[src/rtl/mc_ctrl_pkg.sv]
// ----------------------------------------------------------------------------
// mc_ctrl_pkg : state encoding, opcodes, ALU-op and PC-select constants
// Rev 1.0
// ----------------------------------------------------------------------------
`default_nettype none

package mc_ctrl_pkg;

  typedef enum logic [3:0] {
    S_IDLE   = 4'd0,
    S_FETCH  = 4'd1,
    S_DECODE = 4'd2,
    S_EXEC   = 4'd3,
    S_MEM    = 4'd4,
    S_WB     = 4'd5,
    S_MEMWB  = 4'd6,
    S_ERR    = 4'd7
  } state_e;

  localparam logic [5:0] c_OP_R     = 6'b000000;
  localparam logic [5:0] c_OP_J     = 6'b000010;
  localparam logic [5:0] c_OP_BEQ   = 6'b000100;
  localparam logic [5:0] c_OP_ADDIU = 6'b001001;
  localparam logic [5:0] c_OP_LW    = 6'b100011;
  localparam logic [5:0] c_OP_SW    = 6'b101011;

  localparam logic [1:0] c_ALU_ADD   = 2'b00;
  localparam logic [1:0] c_ALU_SUB   = 2'b01;
  localparam logic [1:0] c_ALU_FUNCT = 2'b10;

  localparam logic [1:0] c_PCS_SEQ    = 2'd0;
  localparam logic [1:0] c_PCS_JUMP   = 2'd1;
  localparam logic [1:0] c_PCS_BRANCH = 2'd2;

endpackage

`default_nettype wire

[src/rtl/mc_ctrl_fsm_if.sv]
// ----------------------------------------------------------------------------
// mc_ctrl_fsm_if : controller <-> datapath/memory signal bundle
// Rev 1.0
// ----------------------------------------------------------------------------
`default_nettype none

interface mc_ctrl_fsm_if #(
  parameter int OPC_W   = 6,
  parameter int ALUOP_W = 2,
  parameter int CNT_W   = 32
);
  logic [OPC_W-1:0]   opcode;
  logic               alu_zero;
  logic               mem_ready;
  logic               pc_ld;
  logic [1:0]         pc_sel;
  logic               iord;
  logic               mem_rd;
  logic               mem_wr;
  logic               ir_wr;
  logic               reg_dst;
  logic               mem_to_reg;
  logic               reg_rd;
  logic               reg_wr;
  logic [1:0]         alu_src_b;
  logic [ALUOP_W-1:0] alu_op;
  logic [CNT_W-1:0]   retired;
  logic               err;
  logic [3:0]         state_o;

  modport master (
    input  opcode, alu_zero, mem_ready,
    output pc_ld, pc_sel, iord, mem_rd, mem_wr, ir_wr, reg_dst, mem_to_reg,
           reg_rd, reg_wr, alu_src_b, alu_op, retired, err, state_o
  );

  modport slave (
    output opcode, alu_zero, mem_ready,
    input  pc_ld, pc_sel, iord, mem_rd, mem_wr, ir_wr, reg_dst, mem_to_reg,
           reg_rd, reg_wr, alu_src_b, alu_op, retired, err, state_o
  );
endinterface

`default_nettype wire

[src/rtl/mc_ctrl_fsm_wait_timer.sv]
// ----------------------------------------------------------------------------
// mc_wait_timer : saturating memory-wait counter with timeout compare
// Rev 1.0
// ----------------------------------------------------------------------------
`default_nettype none

module mc_wait_timer #(
  parameter int TIMEOUT_CYC = 15
) (
  input  logic clk,
  input  logic reset,
  input  logic clr_i,
  input  logic cnt_i,
  output logic timeout_o
);

  localparam int CW = (TIMEOUT_CYC < 1) ? 1 : $clog2(TIMEOUT_CYC + 1);

  generate
    if (TIMEOUT_CYC != 0) begin : g_on
      localparam logic [CW-1:0] c_LAST = CW'(TIMEOUT_CYC - 1);
      logic [CW-1:0] cnt_q;

      always_ff @(posedge clk) begin
        if (reset || clr_i) begin
          cnt_q <= '0;
        end else if (cnt_i && (cnt_q != {CW{1'b1}})) begin
          cnt_q <= cnt_q + CW'(1);
        end
      end

      // Fires in the wait cycle that brings the count up to TIMEOUT_CYC.
      assign timeout_o = cnt_i && (cnt_q >= c_LAST);
    end else begin : g_off
      logic w_unused_ok;
      assign w_unused_ok = ^{clk, reset, clr_i, cnt_i};
      assign timeout_o   = 1'b0;
    end
  endgenerate

endmodule

`default_nettype wire

[src/rtl/mc_ctrl_fsm.sv]
// ----------------------------------------------------------------------------
// mc_ctrl_fsm : multicycle MIPS32 control FSM; MC_CTRL_ILLEGAL_TRAP_EN traps bad opcodes
// Rev 1.0
// ----------------------------------------------------------------------------
`default_nettype none

module mc_ctrl_fsm
  import mc_ctrl_pkg::*;
#(
  parameter int OPC_W       = 6,
  parameter int ALUOP_W     = 2,
  parameter int TIMEOUT_CYC = 15,
  parameter int CNT_W       = 32
) (
  input  logic          clk,
  input  logic          reset,
  mc_ctrl_fsm_if.master bus
);

  localparam logic [OPC_W-1:0]   c_R     = OPC_W'(c_OP_R);
  localparam logic [OPC_W-1:0]   c_J     = OPC_W'(c_OP_J);
  localparam logic [OPC_W-1:0]   c_BEQ   = OPC_W'(c_OP_BEQ);
  localparam logic [OPC_W-1:0]   c_ADDIU = OPC_W'(c_OP_ADDIU);
  localparam logic [OPC_W-1:0]   c_LW    = OPC_W'(c_OP_LW);
  localparam logic [OPC_W-1:0]   c_SW    = OPC_W'(c_OP_SW);
  localparam logic [ALUOP_W-1:0] c_AOP_ADD = ALUOP_W'(c_ALU_ADD);
  localparam logic [ALUOP_W-1:0] c_AOP_SUB = ALUOP_W'(c_ALU_SUB);
  localparam logic [ALUOP_W-1:0] c_AOP_FN  = ALUOP_W'(c_ALU_FUNCT);

  state_e             state_q, state_d;
  logic [OPC_W-1:0]   op_q, op_d;
  logic [CNT_W-1:0]   retired_q;
  logic               err_q;

  logic               w_pc_ld, w_iord, w_mem_rd, w_mem_wr, w_ir_wr;
  logic               w_reg_dst, w_mem_to_reg, w_reg_rd, w_reg_wr;
  logic [1:0]         w_pc_sel, w_alu_src_b;
  logic [ALUOP_W-1:0] w_alu_op;
  logic               w_in_mem, w_clr, w_cnt, w_timeout, w_legal;

  // The wait count restarts whenever we are outside a memory state or an access completes.
  assign w_in_mem = (state_q == S_FETCH) || (state_q == S_MEM);
  assign w_clr    = !w_in_mem || bus.mem_ready;
  assign w_cnt    = w_in_mem && !bus.mem_ready;

  mc_wait_timer #(
    .TIMEOUT_CYC (TIMEOUT_CYC)
  ) u_wait_timer (
    .clk       (clk),
    .reset     (reset),
    .clr_i     (w_clr),
    .cnt_i     (w_cnt),
    .timeout_o (w_timeout)
  );

  assign w_legal = (bus.opcode == c_R)  || (bus.opcode == c_ADDIU) ||
                   (bus.opcode == c_LW) || (bus.opcode == c_SW)    ||
                   (bus.opcode == c_BEQ);

  always_ff @(posedge clk) begin
    if (reset) begin
      state_q   <= S_IDLE;
      op_q      <= '0;
      retired_q <= '0;
      err_q     <= 1'b0;
    end else begin
      state_q <= state_d;
      op_q    <= op_d;
      if (w_pc_ld) begin
        retired_q <= retired_q + CNT_W'(1);
      end
      if (state_d == S_ERR) begin
        err_q <= 1'b1;
      end
    end
  end

  always_comb begin
    state_d      = state_q;
    op_d         = op_q;
    w_pc_ld      = 1'b0;
    w_pc_sel     = c_PCS_SEQ;
    w_iord       = 1'b0;
    w_mem_rd     = 1'b0;
    w_mem_wr     = 1'b0;
    w_ir_wr      = 1'b0;
    w_reg_dst    = 1'b0;
    w_mem_to_reg = 1'b0;
    w_reg_rd     = 1'b0;
    w_reg_wr     = 1'b0;
    w_alu_src_b  = 2'd0;
    w_alu_op     = c_AOP_ADD;

    // Outputs stay quiet during reset so an aborted instruction never commits.
    if (!reset) begin
      unique case (state_q)
        S_IDLE: state_d = S_FETCH;

        S_FETCH: begin
          w_mem_rd = 1'b1;
          if (bus.mem_ready) begin
            w_ir_wr = 1'b1;
            state_d = S_DECODE;
          end else if (w_timeout) begin
            state_d = S_ERR;
          end
        end

        S_DECODE: begin
          w_reg_rd = 1'b1;
          op_d     = bus.opcode;
          if (bus.opcode == c_J) begin
            w_pc_ld  = 1'b1;
            w_pc_sel = c_PCS_JUMP;
            state_d  = S_FETCH;
          end else if (w_legal) begin
            state_d = S_EXEC;
          end else begin
`ifdef MC_CTRL_ILLEGAL_TRAP_EN
            state_d = S_ERR;
`else
            w_pc_ld  = 1'b1;
            w_pc_sel = c_PCS_SEQ;
            state_d  = S_FETCH;
`endif
          end
        end

        S_EXEC: begin
          if (op_q == c_R) begin
            w_alu_op = c_AOP_FN;
            state_d  = S_WB;
          end else if ((op_q == c_ADDIU) || (op_q == c_LW) || (op_q == c_SW)) begin
            w_alu_op    = c_AOP_ADD;
            w_alu_src_b = 2'd1;
            state_d     = (op_q == c_ADDIU) ? S_WB : S_MEM;
          end else if (op_q == c_BEQ) begin
            w_alu_op = c_AOP_SUB;
            w_pc_ld  = 1'b1;
            w_pc_sel = bus.alu_zero ? c_PCS_BRANCH : c_PCS_SEQ;
            state_d  = S_FETCH;
          end else begin
            state_d = S_ERR;
          end
        end

        S_MEM: begin
          w_iord   = 1'b1;
          w_mem_rd = (op_q == c_LW);
          w_mem_wr = (op_q != c_LW);
          if (bus.mem_ready) begin
            if (op_q == c_LW) begin
              state_d = S_MEMWB;
            end else begin
              w_pc_ld = 1'b1;
              state_d = S_FETCH;
            end
          end else if (w_timeout) begin
            state_d = S_ERR;
          end
        end

        S_WB: begin
          w_reg_wr  = 1'b1;
          w_reg_dst = (op_q == c_R);
          w_pc_ld   = 1'b1;
          state_d   = S_FETCH;
        end

        S_MEMWB: begin
          w_reg_wr     = 1'b1;
          w_mem_to_reg = 1'b1;
          w_pc_ld      = 1'b1;
          state_d      = S_FETCH;
        end

        S_ERR: state_d = S_ERR;

        default: state_d = S_ERR;
      endcase
    end
  end

  assign bus.pc_ld      = w_pc_ld;
  assign bus.pc_sel     = w_pc_sel;
  assign bus.iord       = w_iord;
  assign bus.mem_rd     = w_mem_rd;
  assign bus.mem_wr     = w_mem_wr;
  assign bus.ir_wr      = w_ir_wr;
  assign bus.reg_dst    = w_reg_dst;
  assign bus.mem_to_reg = w_mem_to_reg;
  assign bus.reg_rd     = w_reg_rd;
  assign bus.reg_wr     = w_reg_wr;
  assign bus.alu_src_b  = w_alu_src_b;
  assign bus.alu_op     = w_alu_op;
  assign bus.retired    = retired_q;
  assign bus.err        = err_q;
  assign bus.state_o    = state_q;

endmodule

`default_nettype wire

[src/flat_wrapper.sv]
// flat-port wrapper written by rule: the top's interface ports become plain ports
module mc_ctrl_fsm_flat import mc_ctrl_pkg::*;
#(
  parameter int OPC_W       = 6,
  parameter int ALUOP_W     = 2,
  parameter int TIMEOUT_CYC = 15,
  parameter int CNT_W       = 32
)
  (clk, reset, bus_opcode, bus_alu_zero, bus_mem_ready, bus_pc_ld, bus_pc_sel, bus_iord, bus_mem_rd, bus_mem_wr, bus_ir_wr, bus_reg_dst, bus_mem_to_reg, bus_reg_rd, bus_reg_wr, bus_alu_src_b, bus_alu_op, bus_retired, bus_err, bus_state_o);
  mc_ctrl_fsm_if #(.OPC_W(OPC_W), .ALUOP_W(ALUOP_W), .CNT_W(CNT_W)) bus_i ();
  input  logic clk;
  input  logic reset;
  input wire logic [$bits(bus_i.opcode)-1:0] bus_opcode;
  input wire logic [$bits(bus_i.alu_zero)-1:0] bus_alu_zero;
  input wire logic [$bits(bus_i.mem_ready)-1:0] bus_mem_ready;
  output wire logic [$bits(bus_i.pc_ld)-1:0] bus_pc_ld;
  output wire logic [$bits(bus_i.pc_sel)-1:0] bus_pc_sel;
  output wire logic [$bits(bus_i.iord)-1:0] bus_iord;
  output wire logic [$bits(bus_i.mem_rd)-1:0] bus_mem_rd;
  output wire logic [$bits(bus_i.mem_wr)-1:0] bus_mem_wr;
  output wire logic [$bits(bus_i.ir_wr)-1:0] bus_ir_wr;
  output wire logic [$bits(bus_i.reg_dst)-1:0] bus_reg_dst;
  output wire logic [$bits(bus_i.mem_to_reg)-1:0] bus_mem_to_reg;
  output wire logic [$bits(bus_i.reg_rd)-1:0] bus_reg_rd;
  output wire logic [$bits(bus_i.reg_wr)-1:0] bus_reg_wr;
  output wire logic [$bits(bus_i.alu_src_b)-1:0] bus_alu_src_b;
  output wire logic [$bits(bus_i.alu_op)-1:0] bus_alu_op;
  output wire logic [$bits(bus_i.retired)-1:0] bus_retired;
  output wire logic [$bits(bus_i.err)-1:0] bus_err;
  output wire logic [$bits(bus_i.state_o)-1:0] bus_state_o;
  assign bus_i.opcode = bus_opcode;
  assign bus_i.alu_zero = bus_alu_zero;
  assign bus_i.mem_ready = bus_mem_ready;
  assign bus_pc_ld = bus_i.pc_ld;
  assign bus_pc_sel = bus_i.pc_sel;
  assign bus_iord = bus_i.iord;
  assign bus_mem_rd = bus_i.mem_rd;
  assign bus_mem_wr = bus_i.mem_wr;
  assign bus_ir_wr = bus_i.ir_wr;
  assign bus_reg_dst = bus_i.reg_dst;
  assign bus_mem_to_reg = bus_i.mem_to_reg;
  assign bus_reg_rd = bus_i.reg_rd;
  assign bus_reg_wr = bus_i.reg_wr;
  assign bus_alu_src_b = bus_i.alu_src_b;
  assign bus_alu_op = bus_i.alu_op;
  assign bus_retired = bus_i.retired;
  assign bus_err = bus_i.err;
  assign bus_state_o = bus_i.state_o;
  mc_ctrl_fsm #(.OPC_W(OPC_W), .ALUOP_W(ALUOP_W), .TIMEOUT_CYC(TIMEOUT_CYC), .CNT_W(CNT_W)) u_core (.clk(clk), .reset(reset), .bus(bus_i));
endmodule
[config.mk]
export PLATFORM = sky130hd
export DESIGN_NAME = mc_ctrl_fsm_flat
export DESIGN_NICKNAME = d
export VERILOG_FILES = /design/src/rtl/mc_ctrl_pkg.sv /design/src/rtl/mc_ctrl_fsm_if.sv /design/src/rtl/mc_ctrl_fsm_wait_timer.sv /design/src/rtl/mc_ctrl_fsm.sv /design/src/flat_wrapper.sv
export SDC_FILE = /design/constraint.sdc
export NUM_CORES = 1
export LEC_CHECK = 0
export CAP_MARGIN = 25
export CELL_PAD_IN_SITES_DETAIL_PLACEMENT = 0
export CELL_PAD_IN_SITES_GLOBAL_PLACEMENT = 2
export CORE_MARGIN = 1.5
export CORE_UTILIZATION = 26
export CTS_BUF_LIST = sky130_fd_sc_hd__clkbuf_8
export CTS_CLUSTER_DIAMETER = 60
export DETAILED_ROUTE_END_ITERATION = 10
export PLACE_DENSITY = 0.74
export SYNTH_ARGS = -nofsm -noshare
export SYNTH_HDL_FRONTEND = slang
export SYNTH_HIERARCHICAL = 1
export SYNTH_SLANG_ARGS = --single-unit
[constraint.sdc]
create_clock -name clk -period 2.5 [get_ports clk]
set_input_delay 0.25 -clock clk [delete_from_list [all_inputs] [get_ports clk]]
set_output_delay 0.25 -clock clk [all_outputs]
set_load 0.01 [all_outputs]
Word level (Yosys, flattened, before mapping)
Index checks and enable logic that the tools add are counted.
W data, S select, Z words.

word-level totals
  word-level logic and storage cells = 99
  output and inout bits = 52
  bits of input ports = 10
  register bits after elaboration = 47

operators by class
  order comparisons = 1
  add/subtract/negate cells = 2
  reduce and logical (&&, ||, !) cells = 19
  eq/ne operators = 18
  multiplexer cells = 54

operator list
  kind                     count
  $add A32 B1 Y32 const B  1
  $mux W1                  28
  $mux W4                  7
  $mux W2                  13
  $eq A6 B6 Y1 const B     4
  $pmux W4 S5              1
  $eq A4 B3 Y1 const B     4
  $eq A6 B3 Y1 const B     2
  $eq A6 B4 Y1 const B     2
  $logic_not A6 Y1         2
  $logic_or A1 B1 Y1       9
  $eq A4 B2 Y1 const B     2
  $eq A6 B2 Y1 const B     1
  $mux W3                  2
  $ne A6 B6 Y1 const B     1
  $add A4 B1 Y4 const B    1
  $eq A4 B1 Y1 const B     1
  $ge A4 B4 Y1 const B     1
  $logic_not A4 Y1         1
  $ne A4 B4 Y1 const B     1
  $pmux W1 S4              1
  $pmux W2 S2              1
  $logic_and A1 B1 Y1      3
  $reduce_or A3 Y1         1
  other kinds (3)          4

Depth between registers and ports, before layout
Gate-level depths: netlist (run 1).

  depth in word-level cells = 10
  mapped depth = 11
  mapped depth without buffers = 10

Cells and area by module
Netlist (run 1), hierarchy kept.

modules (own cells, without submodules)
  module         area each (µm²)  cells each  times used  sequential area each (µm²)
  mc_ctrl_fsm    2368.5           304         1           860.8
  mc_wait_timer  217.7            22          1           80.1

Worst setup path before layout (run 1)
OpenSTA, ideal clock, no wires.

  kind = flip-flop to flip-flop
  start = register u_core.state_q[0] (netlist: u_core/bus.state_o[0])
  end = register u_core.err_q (netlist: u_core/bus.err)
  cell stages (with the launch flop) = 12
  library setup time = 0.060 ns
  buffers on the path = 1
  setup slack = 0.098 ns
  arrival time = 2.341 ns
  period minus slack after synthesis = 2.402 ns
  data required time = 2.440 ns
  cell sequence = dfxtp_1 > clkbuf_1 > xnor2_1 > or4_1 > inv_1 > o2111a_1 > inv_1 > nor2_1 > o21ai_0 > and3_1 > o22ai_1 > a32o_1

on the way
  cells in the longest elaborated chain, start to end = 9
  elaborated cells between the ends (all ways) = 17
  classes of those cells = 7 x eq/ne; 5 x mux; 5 x reduce/logical

ends and longest elaborated chain
  what                                          line                                    source
  from (decl)                                   mc_ctrl_fsm.sv:30                       state_e state_q, state_d;
  from (signal assigned)                        mc_ctrl_fsm.sv:67                       state_q <= state_d;
  $eq A4 B1 Y1 or $eq A4 B3 Y1 (tied branches)  mc_ctrl_fsm.sv:42                       assign w_in_mem = (state_q == S_FETCH) || (state_q == S_MEM);
  $logic_or A1 B1 Y1 (*)                        mc_ctrl_fsm.sv:42
  $logic_and A1 B1 Y1 (*)                       mc_ctrl_fsm.sv:44                       assign w_cnt = w_in_mem && !bus.mem_ready;
  net u_core.w_cnt                              mc_ctrl_fsm.sv:39                       logic w_in_mem, w_clr, w_cnt, w_timeout, w_legal;
  $logic_and A1 B1 Y1 (*)                       mc_ctrl_fsm_wait_timer.sv:33            assign timeout_o = cnt_i && (cnt_q >= c_LAST);
  net u_core.w_timeout                          mc_ctrl_fsm.sv:39
  $mux W4 (*)                                   mc_ctrl_fsm.sv:104, mc_ctrl_fsm.sv:158
  $mux W4, on equally long branches             mc_ctrl_fsm.sv:151, mc_ctrl_fsm.sv:101
  $pmux W4 S5 (*)                               mc_ctrl_fsm.sv:96                       unique case (state_q)
  $mux W4 (*)                                   mc_ctrl_fsm.sv:95                       if (!reset) begin
  $eq A4 B3 Y1 (*)                              mc_ctrl_fsm.sv:72                       if (state_d == S_ERR) begin
  to (signal assigned)                          mc_ctrl_fsm.sv:65                       err_q <= 1'b0;
  to (signal assigned)                          mc_ctrl_fsm.sv:73                       err_q <= 1'b1;
  to (decl)                                     mc_ctrl_fsm.sv:33                       logic err_q;

The timed path passes the listed nets; every way through them passes the cells marked *.
A chain may end at the register's enable or synchronous reset.

Worst setup path after layout (run 1)
  start = register u_core.state_q[1] (netlist: u_core/bus.state_o[1])
  end = output bus_alu_src_b[0]

on the way
  cells in the longest elaborated chain, start to end = 3

ends and longest elaborated chain
  what          line                source
  $eq A4 B2 Y1  mc_ctrl_fsm.sv:96
  $mux W2       mc_ctrl_fsm.sv:96
  $mux W2       mc_ctrl_fsm.sv:95
  to (decl)     flat_wrapper.sv:26  output wire logic [$bits(bus_i.alu_src_b)-1:0] bus_alu_src_b;

Every way passes these cells.

==> metrics, run 1 <==
Worst Hold Slack=roughly 420 ps; kind of start point of the critical path=flip-flop; Gate power share=0.139; CTS hold repair buffers=0; post-synthesis average cell area=roughly 8 sq um; cell family with the largest share of critical-path delay=buffers and inverters; delay contributed by the slowest stage of the critical path=620 ps; power per unit of standard cell area=around 400 mW/mm^2; I/O pin cnt=62; cell with the biggest individual delay on the critical path=sky130_fd_sc_hd__clkdlybuf4s50_1; Initial Util=0.266; total clock sinks=47; result of the run=complete, no violations; total internal power=1.07 mW; achievable clock frequency=between 0.4 and 0.5 GHz; ANT cells=0; floorplan die width=103 microns; fraction of layout cells with a size suffix above 1=0.127; crit share post-route=0.943; number of distinct standard cells referenced by the synthesized netlist=50; share of synthesized area occupied by flip-flops and latches=0.364; FF+latch count, synth=47; Top FF cell, synth=sky130_fd_sc_hd__dfxtp_1; largest fanout of any net on the critical path=10; Worst Path Class, Setup=flip-flop to output port; pin count of the biggest net entering global routing=34; number of enable-type register cells in the synthesized netlist=0; global route total overflow=0; number of warnings printed during yosys synthesis=6; final routed wire length divided by cell count=between 10 and 15 microns; LEAKAGE=1.24 nW; main combinational cell family by area after synthesis=simple AND/OR/NAND/NOR gates; largest area contributor in the synthesized netlist=sky130_fd_sc_hd__dfxtp_1; Final GP Congestion=just under 0.8; terminus of the critical flop-to-flop path=u_core/bus.err; share of synthesized cell area in full adder, half adder and majority cells=0.0145; area added between synthesis and finish=39.3%; clock tree from TritonCTS=yes; vias in the first global route=roughly 2,600; core region area=between 0.009 and 0.01 sq mm; Port Buf Inserts=60; area share of xor/xnor cells in the synthesized design=0.0102; P_sw=approximately 0.38 mW; DRT Wirelength=7730 microns; Die Y=between 100 and 150 microns; root cell of the clock tree=sky130_fd_sc_hd__clkbuf_8; crit path cell chain=nor3b_2, nand3_1, a2111oi_0, clkdlybuf4s50_1; netlist area before placement=0.00259 sq mm; maximum VDD drop=slightly below 200 uV; clock transition at the register clock pins on the worst setup and hold paths after CTS=90 ps; top post-synthesis cells by area=sky130_fd_sc_hd__dfxtp_1 (36%), sky130_fd_sc_hd__a21oi_1 (6.0%), sky130_fd_sc_hd__or3_1 (4.4%); buffer and inverter count on the worst path=1; number of post-CTS setup repair buffers=0; Final setup viols=0; share of the synthesized area in compound gates (AO/OA/AOI/OAI)=0.190; clock skew after layout=roughly 10 ps; RSZ-0062 raised after global routing=no; max-slew violation count=0; cts bufs inserted=5; arrival time of the worst setup path=approximately 2100 ps; crit path time final=about 2400 ps; fraction of synthesized area in multiplexers=0.0314; DRC violation total after the first TritonRoute iteration=89; Critical Path Sink=bus_alu_src_b[0]; top library cells by usage in the layout, fill and taps aside=sky130_fd_sc_hd__clkdlybuf4s50_1 (55), sky130_fd_sc_hd__dfxtp_1 (44), sky130_fd_sc_hd__a21oi_1 (31); # DRC=0; H-tree depth reported by CTS=2; Sum Neg Setup Slack=0 ps; Switching Fraction=0.260; nature of the critical path endpoint=output port; simple-gate share of the synthesized area=0.344; number of optimization iterations in the first detailed-route pass=4; Max Cap Viol=0; CP Launch Point=u_core/bus.state_o[1]; insertion delay to the later sink of the worst-skew pair=300 ps; share of async-settable or async-resettable flops after synthesis=0; cell row count=36; GRT Overall Usage=0.151; Cells after Synth=326; clock share of power=0.322; flop2flop setup slack=roughly 230 ps; endpoint required time on the critical path=around 2300 ps; antenna-violating nets left=0; vias per cell=5.10; worst min path class=primary input to flip-flop; Total Nets Final=between 400 and 500; antenna violations before repair=0; die outline area=0.0106 sq mm; count of cell instances traversed by the critical path=4; fraction of post-synthesis cell area in the top cell type by area=0.364; most common cell after layout, fill and taps aside=sky130_fd_sc_hd__clkdlybuf4s50_1; reg-to-reg critical path startpoint=u_core/bus.state_o[0]; relative contribution of sequential cells to total power=0.539; clock buffer depth=2; number of endpoints with negative hold slack in the final report=0; first-pass GRT wire length=about 13,000 microns; via count=2,731; HPWL after detailed placement=5650 microns; worst reg2reg path depth=10
-- worst min path at each step --
stage                                 from                           endpoint  depth (start not counted)  slack, ps
floorplan                            reset  u_core/u_wait_timer/g_on.cnt_q[3]                          1        330
global placement    u_core/bus.retired[31]             u_core/bus.retired[31]                          2        480
detailed placement  u_core/bus.retired[31]             u_core/bus.retired[31]                          2        490
CTS                                  reset              u_core/bus.state_o[0]                          3        400
global route                         reset              u_core/bus.state_o[0]                          3        440
finish                               reset              u_core/bus.state_o[0]                          3        420
-- what timing repair did --
item	in CTS	in global routing
setup endpoints to repair	5	3
pin swaps	0	0
resized for setup	6	5
-- power groups by stage --
stage	Combinational [mW]	Sequential [mW]	Clock [mW]
global placement	0.199	0.800	0
CTS	0.201	0.782	0.493
global route	0.221	0.787	0.523
floorplan	0.107	0.795	0
detailed placement	0.199	0.799	0
finish	0.202	0.783	0.467
-- sequential cells by signal, indices dropped and copies added (netlist names) --
register,count
u_core/bus.err,1
u_core/u_wait_timer/g_on.cnt_q,4
u_core/bus.state_o,4
u_core/op_q,6
u_core/bus.retired,32
-- per-layer routing --
metal,track usage,vias up,wire [microns]
met3,0.0292,6,388
met5,0,-,0
met1,0.208,1285,3730
li1,-,1368,-
met2,0.246,72,3560
met4,0.0312,0,53
-- cells in the mapped netlist, drive strengths merged (2+ instances only) --
master,n
inv,9
a2111oi,4
clkbuf,9
and3b,2
nand2b,3
nand3,16
or3,18
nor2b,6
buf,9
nand4,12
dfxtp,47
or4,13
a211o,2
or2,3
and2,5
and3,10
nand2,20
o21ai,23
nor4,7
mux2i,7
ha,3
xor2,2
a21oi,31
nand4b,2
a31oi,3
o31ai,11
nor3,6
and4,5
nor2,26
-- worst min-delay path, cell delays in order --
cell                     delay, ps
sky130_fd_sc_hd__buf_2         140
sky130_fd_sc_hd__inv_1         130
sky130_fd_sc_hd__and2_1        160
-- cell type report --
| cell class | count | area (sq um) |
|---|---|---|
| Sequential cell | 47 | 945 |
| Multi-Input combinational cell | 253 | 1560 |
| Tap cell | 133 | 166 |
| Timing Repair Buffer | 87 | 813 |
| Clock inverter | 1 | 5.00 |
| Fill cell | 1054 | 6130 |
| Clock buffer | 6 | 82.6 |
| Inverter | 9 | 33.8 |
-- cells by family (layout without fill, tap and decap cells) --
logic type | after synthesis | after routing
other cells | 1 | 2
mux | 8 | 8
fa+ha+maj | 3 | 3
flops | 47 | 47
simple gates | 156 | 156
buf+inv | 27 | 103
compound gates | 81 | 81
xor+xnor | 3 | 3
-- through the flow --
| stage | power, mW | setup WS [ps] | utilization | cell area [sq um] | instances |
|---|---|---|---|---|---|
| after global routing | 1.53 | 9.19 | 0.370 | 3600 | 536 |
| final | 1.45 | 142 | 0.370 | 3600 | 536 |
| after detailed placement | 0.999 | 14.5 | 0.359 | 3490 | 529 |
| after global placement | 0.999 | 40.2 | 0.359 | 3490 | 529 |
| after floorplan | 0.901 | 98.4 | - | 2590 | 327 |
| after CTS | 1.48 | 13.5 | 0.369 | 3590 | 536 |
No activity file was read; power rests on OpenSTA's default activity.
==> inputs of run 2 (changes only) <==
--- a/config.mk
+++ b/config.mk
@@ -9,11 +9,11 @@
 export CELL_PAD_IN_SITES_DETAIL_PLACEMENT = 0
 export CELL_PAD_IN_SITES_GLOBAL_PLACEMENT = 2
 export CORE_MARGIN = 1.5
-export CORE_UTILIZATION = 26
-export CTS_BUF_LIST = sky130_fd_sc_hd__clkbuf_8
+export CORE_UTILIZATION = 25
 export CTS_CLUSTER_DIAMETER = 60
 export DETAILED_ROUTE_END_ITERATION = 10
-export PLACE_DENSITY = 0.74
+export PLACE_DENSITY = 0.72
+export SETUP_SLACK_MARGIN = 0.1
 export SYNTH_ARGS = -nofsm -noshare
 export SYNTH_HDL_FRONTEND = slang
 export SYNTH_HIERARCHICAL = 1
==> metrics, run 2 (synthesis gave the netlist of run 1 again) <==
terminus of the critical flop-to-flop path=u_core/bus.retired[31]; clock share of power=0.324; power per unit of standard cell area=between 400 and 500 mW/mm^2; crit share post-route=0.941; reg-to-reg critical path startpoint=u_core/op_q[5]; DRC violation total after the first TritonRoute iteration=91; clock tree from TritonCTS=yes; arrival time of the worst setup path=2100 ps; final core occ=0.367; Die Y=approximately 100 microns; vias in the first global route=roughly 2,400; achievable clock frequency=about 0.42 GHz; flip-flop count of the largest register after layout=32; insertion delay to the later sink of the worst-skew pair=300 ps; cts bufs inserted=5; clock skew after layout=roughly 5.1 ps; clock buffer depth=2; root cell of the clock tree=sky130_fd_sc_hd__clkbuf_8; floorplan die width=approximately 100 microns; number of optimization iterations in the first detailed-route pass=4; Port Buf Inserts=60; I/O pin cnt=just over 60; first-pass GRT wire length=approximately 12,000 microns; area added between synthesis and finish=40.6%; crit path time final=2350 ps; nature of the critical path endpoint=output port; total internal power=about 1.1 mW; final routed wire length divided by cell count=~14 microns; number of endpoints with negative hold slack in the final report=0; HPWL after detailed placement=5640 microns; max-slew violation count=0; top library cells by usage in the layout, fill and taps aside=sky130_fd_sc_hd__clkdlybuf4s50_1 (53), sky130_fd_sc_hd__dfxtp_1 (44), sky130_fd_sc_hd__a21oi_1 (31); clock transition at the register clock pins on the worst setup and hold paths after CTS=roughly 90 ps; Total Nets Final=about 420; Worst Path Class, Setup=flip-flop to output port; vias per cell=between 5 and 6; die outline area=around 0.011 sq mm; endpoint required time on the critical path=roughly 2300 ps; pin count of the biggest net entering global routing=31; Min-Delay Path Depth=2; DRT Wirelength=~7700 microns; # DRC=0; maximum VDD drop=229 uV; Final GP Congestion=0.776; via count=2,772; cell row count=36; global route total overflow=0; LEAKAGE=between 1 and 1.5 nW; CTS hold repair buffers=0; flop2flop setup slack=approximately 160 ps; terminating pin of the worst hold path=u_core/bus.state_o[2]; Initial Util=0.261; RSZ-0062 raised after global routing=yes; Gate power share=0.142; Max Cap Viol=0; antenna-violating nets left=0; ANT cells=0; Switching Fraction=0.264; largest fanout of any net on the critical path=5; worst min path class=primary input to flip-flop; H-tree depth reported by CTS=2; worst reg2reg path depth=7; area after detailed placement=~0.0035 sq mm; P_sw=a little under 0.4 mW; core region area=~0.0099 sq mm; Worst Hold Slack=327 ps; relative contribution of sequential cells to total power=0.533; result of the run=complete, no violations; setup ws final=around 150 ps; Final setup viols=0; GRT Overall Usage=0.139; total clock sinks=47; Setup WS pre-CTS=-71.7 ps; kind of start point of the critical path=flip-flop; antenna violations before repair=0; fraction of layout cells with a size suffix above 1=0.138; most common cell after layout, fill and taps aside=sky130_fd_sc_hd__clkdlybuf4s50_1; Post-Layout Inst Area=about 0.0036 sq mm; hold path startpoint=reset
[run 2: changes by cell type in the layout (fill, tap and decap cells not counted)]
cell / delta
sky130_fd_sc_hd__buf_4: +3
sky130_fd_sc_hd__clkdlybuf4s50_1: -2
sky130_fd_sc_hd__clkdlybuf4s15_1: +1
sky130_fd_sc_hd__dlymetal6s2s_1: +1
sky130_fd_sc_hd__nor2_1: -1
sky130_fd_sc_hd__nor2_2: +1
sky130_fd_sc_hd__nor4_1: -1
sky130_fd_sc_hd__nor4_2: +1
sky130_fd_sc_hd__o21ai_0: -1
sky130_fd_sc_hd__o21ai_1: +1
[run 2: final cells by class]
type / count / area (sq um)
Fill cell: 1062 / 6270
Multi-Input combinational cell: 253 / 1570
Sequential cell: 47 / 945
Timing Repair Buffer: 90 / 838
Tap cell: 133 / 166
Clock buffer: 6 / 82.6
Inverter: 9 / 33.8
Clock inverter: 1 / 5.00
[run 2: timing repair]
action | in CTS | in global routing
resized for setup | 10 | 7
endpoints found under the setup margin | 6 | 16
setup buffers | 1 | 2
pin swaps | 0 | 2
[run 2: critical path, stage by stage, from the launching register on]
cell and delay [ps]:
sky130_fd_sc_hd__dfxtp_2 350, sky130_fd_sc_hd__or4_4 570, sky130_fd_sc_hd__nor4_1 290, sky130_fd_sc_hd__clkdlybuf4s50_1 600
[run 2: worst max path at each step]
stage	startpoint	endpoint	slack [ps]	cells after the start
after floorplan	u_core/bus.state_o[0]	u_core/bus.err	210	11
after global placement	bus_opcode[2]	u_core/bus.retired[17]	-20	8
after detailed placement	bus_opcode[2]	u_core/bus.retired[5]	-70	9
after CTS	bus_opcode[2]	bus_pc_ld	0.7	7
after global routing	u_core/op_q[5]	u_core/bus.retired[17]	40	7
final	u_core/op_q[5]	bus_alu_op[1]	150	3
[run 2: per-layer routing]
layer	vias to the layer above	global-route usage	wire length [microns]
met4	0	0.0431	108
li1	1380	-	-
met5	-	0	0
met2	83	0.204	3290
met3	9	0.0306	371
met1	1300	0.202	3970
[run 2: power groups by stage]
| stage | combinational [mW] | clock (mW) | sequential (mW) |
|---|---|---|---|
| 5_1_grt | 0.228 | 0.530 | 0.784 |
| 6_report | 0.209 | 0.475 | 0.782 |
| 3_5_place_dp | 0.204 | 0 | 0.798 |
| 2_1_floorplan | 0.107 | 0 | 0.795 |
| 4_1_cts | 0.208 | 0.504 | 0.781 |
| 3_3_place_gp | 0.205 | 0 | 0.798 |
[run 2: through the flow]
stage	TNS [ps]	std cells	power [mW]
final	0	539	1.47
after CTS	0	537	1.49
after global placement	-108	529	1.00
after detailed placement	-642	529	1.00
after global routing	0	539	1.54
after floorplan	0	327	0.902
==> inputs of run 3 (changes only) <==
--- a/config.mk
+++ b/config.mk
@@ -12,6 +12,7 @@
 export CORE_UTILIZATION = 25
 export CTS_CLUSTER_DIAMETER = 60
 export DETAILED_ROUTE_END_ITERATION = 10
+export HOLD_SLACK_MARGIN = 0.15
 export PLACE_DENSITY = 0.72
 export SETUP_SLACK_MARGIN = 0.1
 export SYNTH_ARGS = -nofsm -noshare
==> results of run 3 <==
Same layout as run 2: the final DEF is identical, and so are final timing and power.
==> edit (flow settings as in run 2) <==
`OPC_W` is set to 6 in 3 places; all go to 3.
--- a/src/rtl/mc_ctrl_fsm_if.sv
+++ b/src/rtl/mc_ctrl_fsm_if.sv
@@ -7,3 +7,3 @@
 interface mc_ctrl_fsm_if #(
-  parameter int OPC_W   = 6,
+  parameter int OPC_W   = 3,
   parameter int ALUOP_W = 2,
--- a/src/rtl/mc_ctrl_fsm.sv
+++ b/src/rtl/mc_ctrl_fsm.sv
@@ -9,3 +9,3 @@
 #(
-  parameter int OPC_W       = 6,
+  parameter int OPC_W       = 3,
   parameter int ALUOP_W     = 2,
--- a/src/flat_wrapper.sv
+++ b/src/flat_wrapper.sv
@@ -3,3 +3,3 @@
 #(
-  parameter int OPC_W       = 6,
+  parameter int OPC_W       = 3,
   parameter int ALUOP_W     = 2,
Interface: changed (resized bus_opcode); port bits go from 62 to 59. The function was not compared with the original's and may differ.
==> edit against run 2 <==
  * Routed wire length shrank 5.2%
  * Sequential cell count shrank 3
  * Die area shrank 2.2%
  * Worst setup slack gained 45 ps
  * Register-to-register slack gained 110 ps
  * Utilization shrank 1.4 points
  * Clock skew grew 6.4 ps
  * Critical endpoint is now bus_pc_sel[0]
  * Synthesized area shrank 2.2%
  * Largest cell class unchanged
  * Final cell count shrank 6.1%
  * Sequential share of layout area shrank 0.38 points
  * Largest power group unchanged
  * Cell area shrank 5.1%
  * Sequential power shrank 6.8%
  * Total power shrank 1.5%
==> edit: results (changes against run 2) <==
<table>
<tr><th>Metric</th><th>Value</th></tr>
<tr><th colspan="2">Status</th></tr>
<tr><td>Result of the run</td><td>complete, no violations</td></tr>
<tr><th colspan="2">Worst hold path</th></tr>
<tr><td>Class of the worst hold path</td><td>reg2reg</td></tr>
<tr><th colspan="2">Placed design</th></tr>
<tr><td>Placer's final routability congestion estimate</td><td>0.784 (+1.0%)</td></tr>
<tr><td>Buffers on Ports</td><td>57 (-5.0%)</td></tr>
<tr><td>Post-Place Cell Area</td><td>3320 um2 (-4.9%)</td></tr>
<tr><td>Setup WS pre-CTS</td><td>14.9 ps (+86.6 ps)</td></tr>
<tr><th colspan="2">Worst setup path</th></tr>
<tr><td>FF-to-FF path depth</td><td>9 (+2)</td></tr>
<tr><td>Arrival time worst endpoint</td><td>2060 ps (-40 ps)</td></tr>
<tr><td>Cell type group with the largest total delay on the critical path</td><td>buffers and inverters</td></tr>
<tr><td>CP max FO</td><td>14 (+9)</td></tr>
<tr><td>Worst path max stage delay</td><td>530 ps (-70 ps)</td></tr>
<tr><th colspan="2">GRT</th></tr>
<tr><td>Via count of the first global-routing pass</td><td>2445 (+0.74%)</td></tr>
<tr><td>Largest net degree at the start of global routing</td><td>52 (+68%)</td></tr>
<tr><td>Global-route wire length before repair</td><td>12.4 mm (-0.83%)</td></tr>
<tr><td>Total global-route track usage</td><td>0.140 (+0.000759)</td></tr>
<tr><th colspan="2">Drt</th></tr>
<tr><td>Drt first-iter violations</td><td>138 (+52%)</td></tr>
<tr><td>Total routed wirelength</td><td>7.34 mm (-5.2%)</td></tr>
<tr><td>DR vias</td><td>2598 (-6.3%)</td></tr>
<tr><th colspan="2">Synthesis</th></tr>
<tr><td>Area share of the largest cell type after synthesis</td><td>0.348 (-0.0155)</td></tr>
<tr><td>Library cells used by synthesis</td><td>57 (+14%)</td></tr>
<tr><td>Multiplexer share of the synthesized area</td><td>0.0247 (-0.00671)</td></tr>
<tr><th colspan="2">Clocking</th></tr>
<tr><td>Setup repair bufs after CTS</td><td>0 (-1)</td></tr>
<tr><th colspan="2">Final layout</th></tr>
<tr><td>Layout Nets</td><td>382 (-8.8%)</td></tr>
<tr><th colspan="2">Timing</th></tr>
<tr><td>Worst clock skew</td><td>11.4 ps (+6.37 ps)</td></tr>
<tr><th colspan="2">Power</th></tr>
<tr><td>Leakage</td><td>1.15 nW (-9.4%)</td></tr>
<tr><td>IR Drop Worst-Case VDD</td><td>0.000232 V (+1.3%)</td></tr>
</table>
-- edit: report_power, final --
| group | switching, mW | leakage, nW | total [mW] | internal, mW |
|---|---|---|---|---|
| Combinational | 0.0898 | 0.736 | 0.166 | 0.0760 |
| Sequential | 0.0183 | 0.357 | 0.729 | 0.711 |
| Clock | 0.251 | 0.0552 | 0.548 | 0.297 |
| Total | 0.359 | 1.15 | 1.44 | 1.08 |
-- edit: metrics by stage --
| stage | instances | power, mW | hold WS, ps | utilization |
|---|---|---|---|---|
| 6_report | 506 | 1.44 | 486 | 0.353 |
| 3_5_place_dp | 498 | 0.910 | 480 | 0.340 |
| 2_1_floorplan | 309 | 0.834 | 327 | - |
| 4_1_cts | 506 | 1.47 | 492 | 0.351 |
| 5_1_grt | 506 | 1.52 | 519 | 0.353 |
| 3_3_place_gp | 498 | 0.910 | 469 | 0.340 |
-- edit: path summary, 6_finish.rpt --
check / startpoint / to / slack (ps)
setup / recovery: reset / bus_pc_sel[0] / 190
hold / removal: u_core/bus.retired[31] / u_core/bus.retired[31] / 490
setup reg to reg: u_core/bus.state_o[0] / u_core/bus.err / 270
hold reg to reg: u_core/bus.retired[31] / u_core/bus.retired[31] / 490
-- edit: repair_timing --
item / 4_1_cts / 5_1_grt
resized for setup: 3 / 5
hold buffers: 0 / 0
setup endpoints to repair: 2 / 4
-- edit: layout make-up --
type	instances	area, um2
fill	1053	6320
multi-input combinational	240	1550
sequential	44	883
timing repair buffer	75	719
tap	133	166
clock buffer	6	72.6
clock inverter	2	35.0
inverter	6	22.5
-- edit: metal layers --
layer / track usage / routed length, um / vias up
li1: - / - / 1301
met1: 0.191 / 3560 / 1240
met2: 0.229 / 3460 / 52
met3: 0.0277 / 270 / 5
met4: 0.0327 / 46 / 0
met5: 0 / 0 / -
